===== config.mk =====
export PLATFORM = sky130hd
export DESIGN_NAME = branch_ctrl
export DESIGN_NICKNAME = d
export VERILOG_FILES = /design/src/rtl/branch_ctrl_pkg.sv /design/src/rtl/branch_ctrl_lut.sv /design/src/rtl/branch_ctrl.sv
export SDC_FILE = /design/constraint.sdc
export NUM_CORES = 1
export LEC_CHECK = 0
export CAP_MARGIN = 20
export CELL_PAD_IN_SITES_DETAIL_PLACEMENT = 0
export CELL_PAD_IN_SITES_GLOBAL_PLACEMENT = 1
export CORE_AREA = 5 5 138 140
export CTS_CLUSTER_SIZE = 24
export DETAILED_ROUTE_END_ITERATION = 6
export DIE_AREA = 0 0 143 145
export PLACE_DENSITY_LB_ADDON = 0.1
export SLEW_MARGIN = 10
export SYNTH_ARGS = -nofsm -noshare
export SYNTH_HDL_FRONTEND = slang
export SYNTH_HIERARCHICAL = 1
export SYNTH_SLANG_ARGS = --single-unit

===== constraint.sdc =====
create_clock -name clk -period 6.3 [get_ports clk]
set_clock_uncertainty 0.1 [all_clocks]
set_input_delay 1.26 -clock clk [delete_from_list [all_inputs] [get_ports clk]]
set_output_delay 1.26 -clock clk [all_outputs]
set_load 0.005 [all_outputs]

===== src/rtl/branch_ctrl_pkg.sv =====
// Shared constants and types for the branch/jump resolution stage.
package branch_ctrl_pkg;

    localparam int LUT_N = 16;

    localparam logic [3:0] OP_BEQ  = 4'b1110;
    localparam logic [3:0] OP_JMP  = 4'b1111;
    localparam logic [3:0] OP_HALT = 4'b1101;

    typedef enum logic [1:0] {
        IDLE = 2'd0,
        RUN  = 2'd1,
        HALT = 2'd2
    } state_t;

endpackage


===== src/rtl/branch_ctrl_lut.sv =====
// Branch-target table: reset-cleared registers, one write port, one async read port.
module branch_lut #(
    parameter int A = 10,
    parameter int N = 16
) (
    input  logic                 clk,
    input  logic                 Reset,
    input  logic                 we,
    input  logic [$clog2(N)-1:0] waddr,
    input  logic [A-1:0]         wdata,
    input  logic [$clog2(N)-1:0] raddr,
    output logic [A-1:0]         rdata
);

    logic [A-1:0] mem_r [N];

    // Table storage; reads see the pre-edge contents on a same-index write.
    always_ff @(posedge clk) begin
        if (Reset) begin
            for (int i = 0; i < N; i++) begin
                mem_r[i] <= '0;
            end
        end else if (we) begin
            mem_r[waddr] <= wdata;
        end else begin
            mem_r[waddr] <= mem_r[waddr];
        end
    end

    assign rdata = mem_r[raddr];

endmodule


===== src/rtl/branch_ctrl.sv =====
// Branch/jump resolution and run/halt control feeding the program counter.
module branch_ctrl
    import branch_ctrl_pkg::*;
#(
    parameter int A     = 10,
    parameter int LUT_N = 16
) (
    input  logic                     clk,
    input  logic                     Reset,
    input  logic [8:0]               Instr,
    input  logic [A-1:0]             ProgCtr,
    input  logic                     AluZero,
    input  logic                     AluFlagWe,
    input  logic                     LutWe,
    input  logic [$clog2(LUT_N)-1:0] LutAddr,
    input  logic [A-1:0]             LutData,
    output logic [A-1:0]             Target,
    output logic                     beq_flag,
    output logic                     jmp_flag,
    output logic                     Done,
    output logic [15:0]              TakenCount
);

    localparam int IW = $clog2(LUT_N);

    state_t          state_r;
    state_t          state_nxt_s;
    logic            z_r;
    logic [15:0]     count_r;
    logic [3:0]      opcode_s;
    logic [IW-1:0]   idx_s;
    logic [A-1:0]    lut_rd_s;
    logic            taken_s;
    logic            unused_s;

    assign opcode_s = Instr[8:5];
    assign idx_s    = Instr[IW-1:0];
    assign unused_s = Instr[4];

    branch_lut #(
        .A (A),
        .N (LUT_N)
    ) u_lut (
        .clk   (clk),
        .Reset (Reset),
        .we    (LutWe),
        .waddr (LutAddr),
        .wdata (LutData),
        .raddr (idx_s),
        .rdata (lut_rd_s)
    );

    // State register.
    always_ff @(posedge clk) begin
        if (Reset) begin
            state_r <= IDLE;
        end else begin
            state_r <= state_nxt_s;
        end
    end

    // Next-state: one dead cycle in IDLE, HALT is sticky until reset.
    always_comb begin
        state_nxt_s = state_r;
        case (state_r)
            IDLE:    state_nxt_s = RUN;
            RUN: begin
                if (opcode_s == OP_HALT) begin
                    state_nxt_s = HALT;
                end else begin
                    state_nxt_s = RUN;
                end
            end
            HALT:    state_nxt_s = HALT;
            default: state_nxt_s = IDLE;
        endcase
    end

    // Output decode; zero-latency so the PC can consume it at the next edge.
    always_comb begin
        Target   = '0;
        beq_flag = 1'b0;
        jmp_flag = 1'b0;
        Done     = 1'b0;
        case (state_r)
            RUN: begin
                case (opcode_s)
                    OP_JMP: begin
                        jmp_flag = 1'b1;
                        Target   = lut_rd_s;
                    end
                    OP_BEQ: begin
                        beq_flag = z_r;
                        Target   = lut_rd_s;
                    end
                    default: begin
                        Target = '0;
                    end
                endcase
            end
            HALT: begin
                jmp_flag = 1'b1;
                Target   = ProgCtr;
                Done     = 1'b1;
            end
            default: begin
                Target = '0;
            end
        endcase
    end

    // HALT holds also raise jmp_flag, so only RUN-state decisions are counted.
    assign taken_s = (state_r == RUN) && (beq_flag || jmp_flag);

    // Zero flag register; a same-cycle BEQ sees the previous value.
    always_ff @(posedge clk) begin
        if (Reset) begin
            z_r <= 1'b0;
        end else if (AluFlagWe) begin
            z_r <= AluZero;
        end else begin
            z_r <= z_r;
        end
    end

    // Saturating taken-branch counter.
    always_ff @(posedge clk) begin
        if (Reset) begin
            count_r <= 16'd0;
        end else if (taken_s && (count_r != 16'hFFFF)) begin
            count_r <= count_r + 16'd1;
        end else begin
            count_r <= count_r;
        end
    end

    assign TakenCount = count_r;

endmodule


==> metrics list <==
- The flow ran to the end, and the final reports show no timing, DRC or antenna violations.
- The internal power of the cells totals 2.08 mW.
- CP Capture Type: primary output
- Element type at the critical path start: input pin
- STA puts the critical path data arrival time at 3.69 ns.
- For the worst-skew pair, the clock arrives at the later sink with an insertion delay of between 0.4 and 0.5 ns.
- Library cell occupying the most area in the post-synthesis netlist: edfxtp_1
- The worst hold path begins at TakenCount[14].
- Number of cells on the worst reg-to-reg path: 7
- Together, buffers and inverters on the worst path number 2.
- In this run, distinct cell masters in the synthesized netlist total 51.
- The clock tree synthesis step divided the H-tree into 4 levels.
* Worst Setup Path Type: in2out
- The largest single stage delay on the critical path is between 0.7 and 0.8 ns.
- For this design the static power due to leakage is 3.41 nW.
- Total die area: just over 20,000 um^2
- TritonCTS built the clock tree.
- For this run, the detailed router's first-pass iteration total came to 5.
- Starting Density: between 40 and 50%
* Core outline area: between 15,000 and 20,000 um^2
- In this run, placement finished with an instance count of 874.
* Number of routed nets with antenna violations: 0
- For this run the aggregate overflow at the end of global routing stands at 0.
* Launching instance or port of the critical path: Instr[2]
- Fill cells in the final layout number 1,446.
- In the final design database the tool counted 709 nets.
- The worst register-to-register path begins at state_r[1].
* Top-level port count: 67
* DPL Wire Length: 13,000 um
- Clock slew at reported path FFs: approximately 0.07 ns
- After detailed routing, the number of vias per cell comes to ~5.7.
- From synthesis to final layout, the design area changed by 15.7%.
* Total number of cells along the worst setup path: 7
- Number of design rule violations left after detail routing: 0
- Share of final-layout standard cells stronger than drive strength 1: between 15 and 20%
- The number of gates resized after CTS was 0.
- Clock root buffer: clkbuf_16
* Comb pwr share: 7.7%
- The tool flagged a number of max-cap violations equal to 0.
- Share of the yosys chip area belonging to registers: around 60%
- Routability-driven placement congestion ratio: roughly 0.8
- Area share of the leading cell type in the synthesized netlist: 55.7%
- Traced cell by cell, the critical path runs through clkdlybuf4s50_1 > nor2b_1 > a22oi_1 > nand2_1 > a22oi_1 > nor2b_1 > clkdlybuf4s50_1.
* Final design area excluding fillers: roughly 10000 um^2
- Final Slew Violations: 0
- In this run, the number of DRC markers left after iteration 0 of detailed routing was 321.
- Most common cell after layout, fill and taps aside: and2_1
- For the pin with the worst max-slew slack, the measured transition is a little under 0.9 ns.
* Cells on Worst Hold Path: 1
* Ys Warns: 6
* Design Power: between 2 and 3 mW
* Main flop type after synthesis: edfxtp_1
* Share of power burned in registers: 51.5%
- Normalized max-slew margin: approximately two fifths
- Unrepaired setup endpoints after global routing: no
- The final number of hold-violating endpoints is 0.
* Maximum number of pins on one net before global-route repair: 41
- Final Core Density: between 50 and 60%
- Die outline width: roughly 140 um
- # setup viols final: 0
* # port buffers: between 60 and 70
- Maximum clock rate: about 200 MHz
- The repair_antennas step left the layout with diodes totalling 0.
- In this run, synthesis inferred 160 flip-flops with an integrated enable.
* Share of the cycle needed by the critical path after routing: 80.2%
- Total negative slack: 0 ns
- In this run the worst path has a maximum fanout of 10.
- Global routing used between 20% and 30% of the available tracks.
- Number of antenna violations at the first check in global routing: 0
- Required time of the critical path: approximately 5 ns
- Clk network pwr share: roughly two fifths
* Sequential cell area: slightly above 5000 um^2
- Area used by multi-input combinational logic: roughly 3200 um^2
* Worst IR Drop VDD: roughly 0.20 mV
* Number of rows created at floorplan: 49
* Finished Layout Cells: 908
* Post-synth ARST share: 0%
* Largest buffer count on any clock path: 2
- Master of the slowest instance on the critical path: nor2b_1
* Largest delay contributor family on the critical path: buffers and inverters
- Min-Delay Path Class: reg2reg
- Synthesis inferred 179 register bits.
- The number of global-route vias before repair came to about 5,300.
* Switch share: 21.8%
- The number of setup buffers added after CTS is 0.
- Power per Cell Area: ~270 nW/um^2
- For this block, the routed nets add up to 20,300 um of wire.
- Syn avg cell area: around 14 um^2
* First-pass GRT wire length: about 31,000 um
- In this run, post-CTS hold repair placed 0 buffers.
* DR WL/cell: 22.3 um
* Number of clock buffers inserted by TritonCTS: 17
- Die height: ~150 um
- For this design the total switching power over the nets is 0.578 mW.
* Largest cells by area after synthesis: edfxtp_1 56%, and2_1 12%, mux4_2 10%, dfxtp_1 4.4%, a22oi_1 2.6%
* Clock period minus final worst setup slack: a little over 5 ns
- The clock net in this run drives a total of between 150 and 200 sinks.
- Most frequent cells in the layout: 162 x and2_1, 160 x edfxtp_1, 63 x clkdlybuf4s50_1
- Synthesis produced a netlist whose cell count is approximately 620.
* Via count of the routed design: just over 5,000
* Post-synth design cell area: 8620 um^2
* Standard cell area after detailed placement: about 9400 um^2
* Net count after synthesis: 666
routing by layer:
layer / global-route usage, % / vias up / wire length [um]
met5: 0 / - / 0
met1: 28.5 / 2591 / 9220
met3: 4.01 / 19 / 1000
li1: - / 2400 / -
met2: 31.6 / 133 / 9780
met4: 5.56 / 0 / 257
cell families after synthesis:
logic type | synth area share [%]
fa+ha+maj | 0.725
compound gates | 4.72
simple gates | 20.0
mux | 11.2
flops | 60.1
buf+inv | 3.18
layout make-up:
cell class              count  share of cell area [%]
clock buffers              20                    4.48
inverters                   5                   0.188
clock inverters            12                    1.58
well taps                 229                    2.87
multi-input cells         389                    31.7
repair buffers             74                    7.23
flip-flops and latches    179                    51.9
state kept, by name, indices dropped and copies added (netlist names):
signal,count
TakenCount,16
state_r,2
u_lut/mem_r,160
z_r,1
synth_stat cells, drive strengths merged, types with 3 or more instances:
master  count
a21oi      11
nor3        5
or4         8
nor4        6
nand4       3
mux4       40
mux2        5
and4        4
buf        11
or2        16
and2      162
clkbuf     39
nand3       8
edfxtp    160
nor2       20
a22oi      30
ha          5
dfxtp      19
o31ai       8
nor2b      19
inv         5
nand2      16
final timing paths:
kind,end,slack (ns)
max,Target[1],1.25
min,TakenCount[14],0.40
max reg2reg,TakenCount[13],3.87
min reg2reg,TakenCount[14],0.40
power groups by stage:
stage	clock network, mW	registers (mW)	logic (mW)
after floorplan	0	1.39	0.123
after global placement	0	1.39	0.202
after detailed placement	0	1.39	0.205
after CTS	1.11	1.37	0.205
after global routing	1.16	1.37	0.218
final	1.08	1.37	0.204
metrics by stage:
step                      setup slack, ns  hold WS (ns)
final                                1.25         0.398
after global routing                 1.10         0.436
after CTS                            1.26         0.399
after detailed placement             1.25         0.383
after global placement               1.26         0.373
after floorplan                      2.31         0.353
Note: power is estimated with default switching activity, not from simulation.
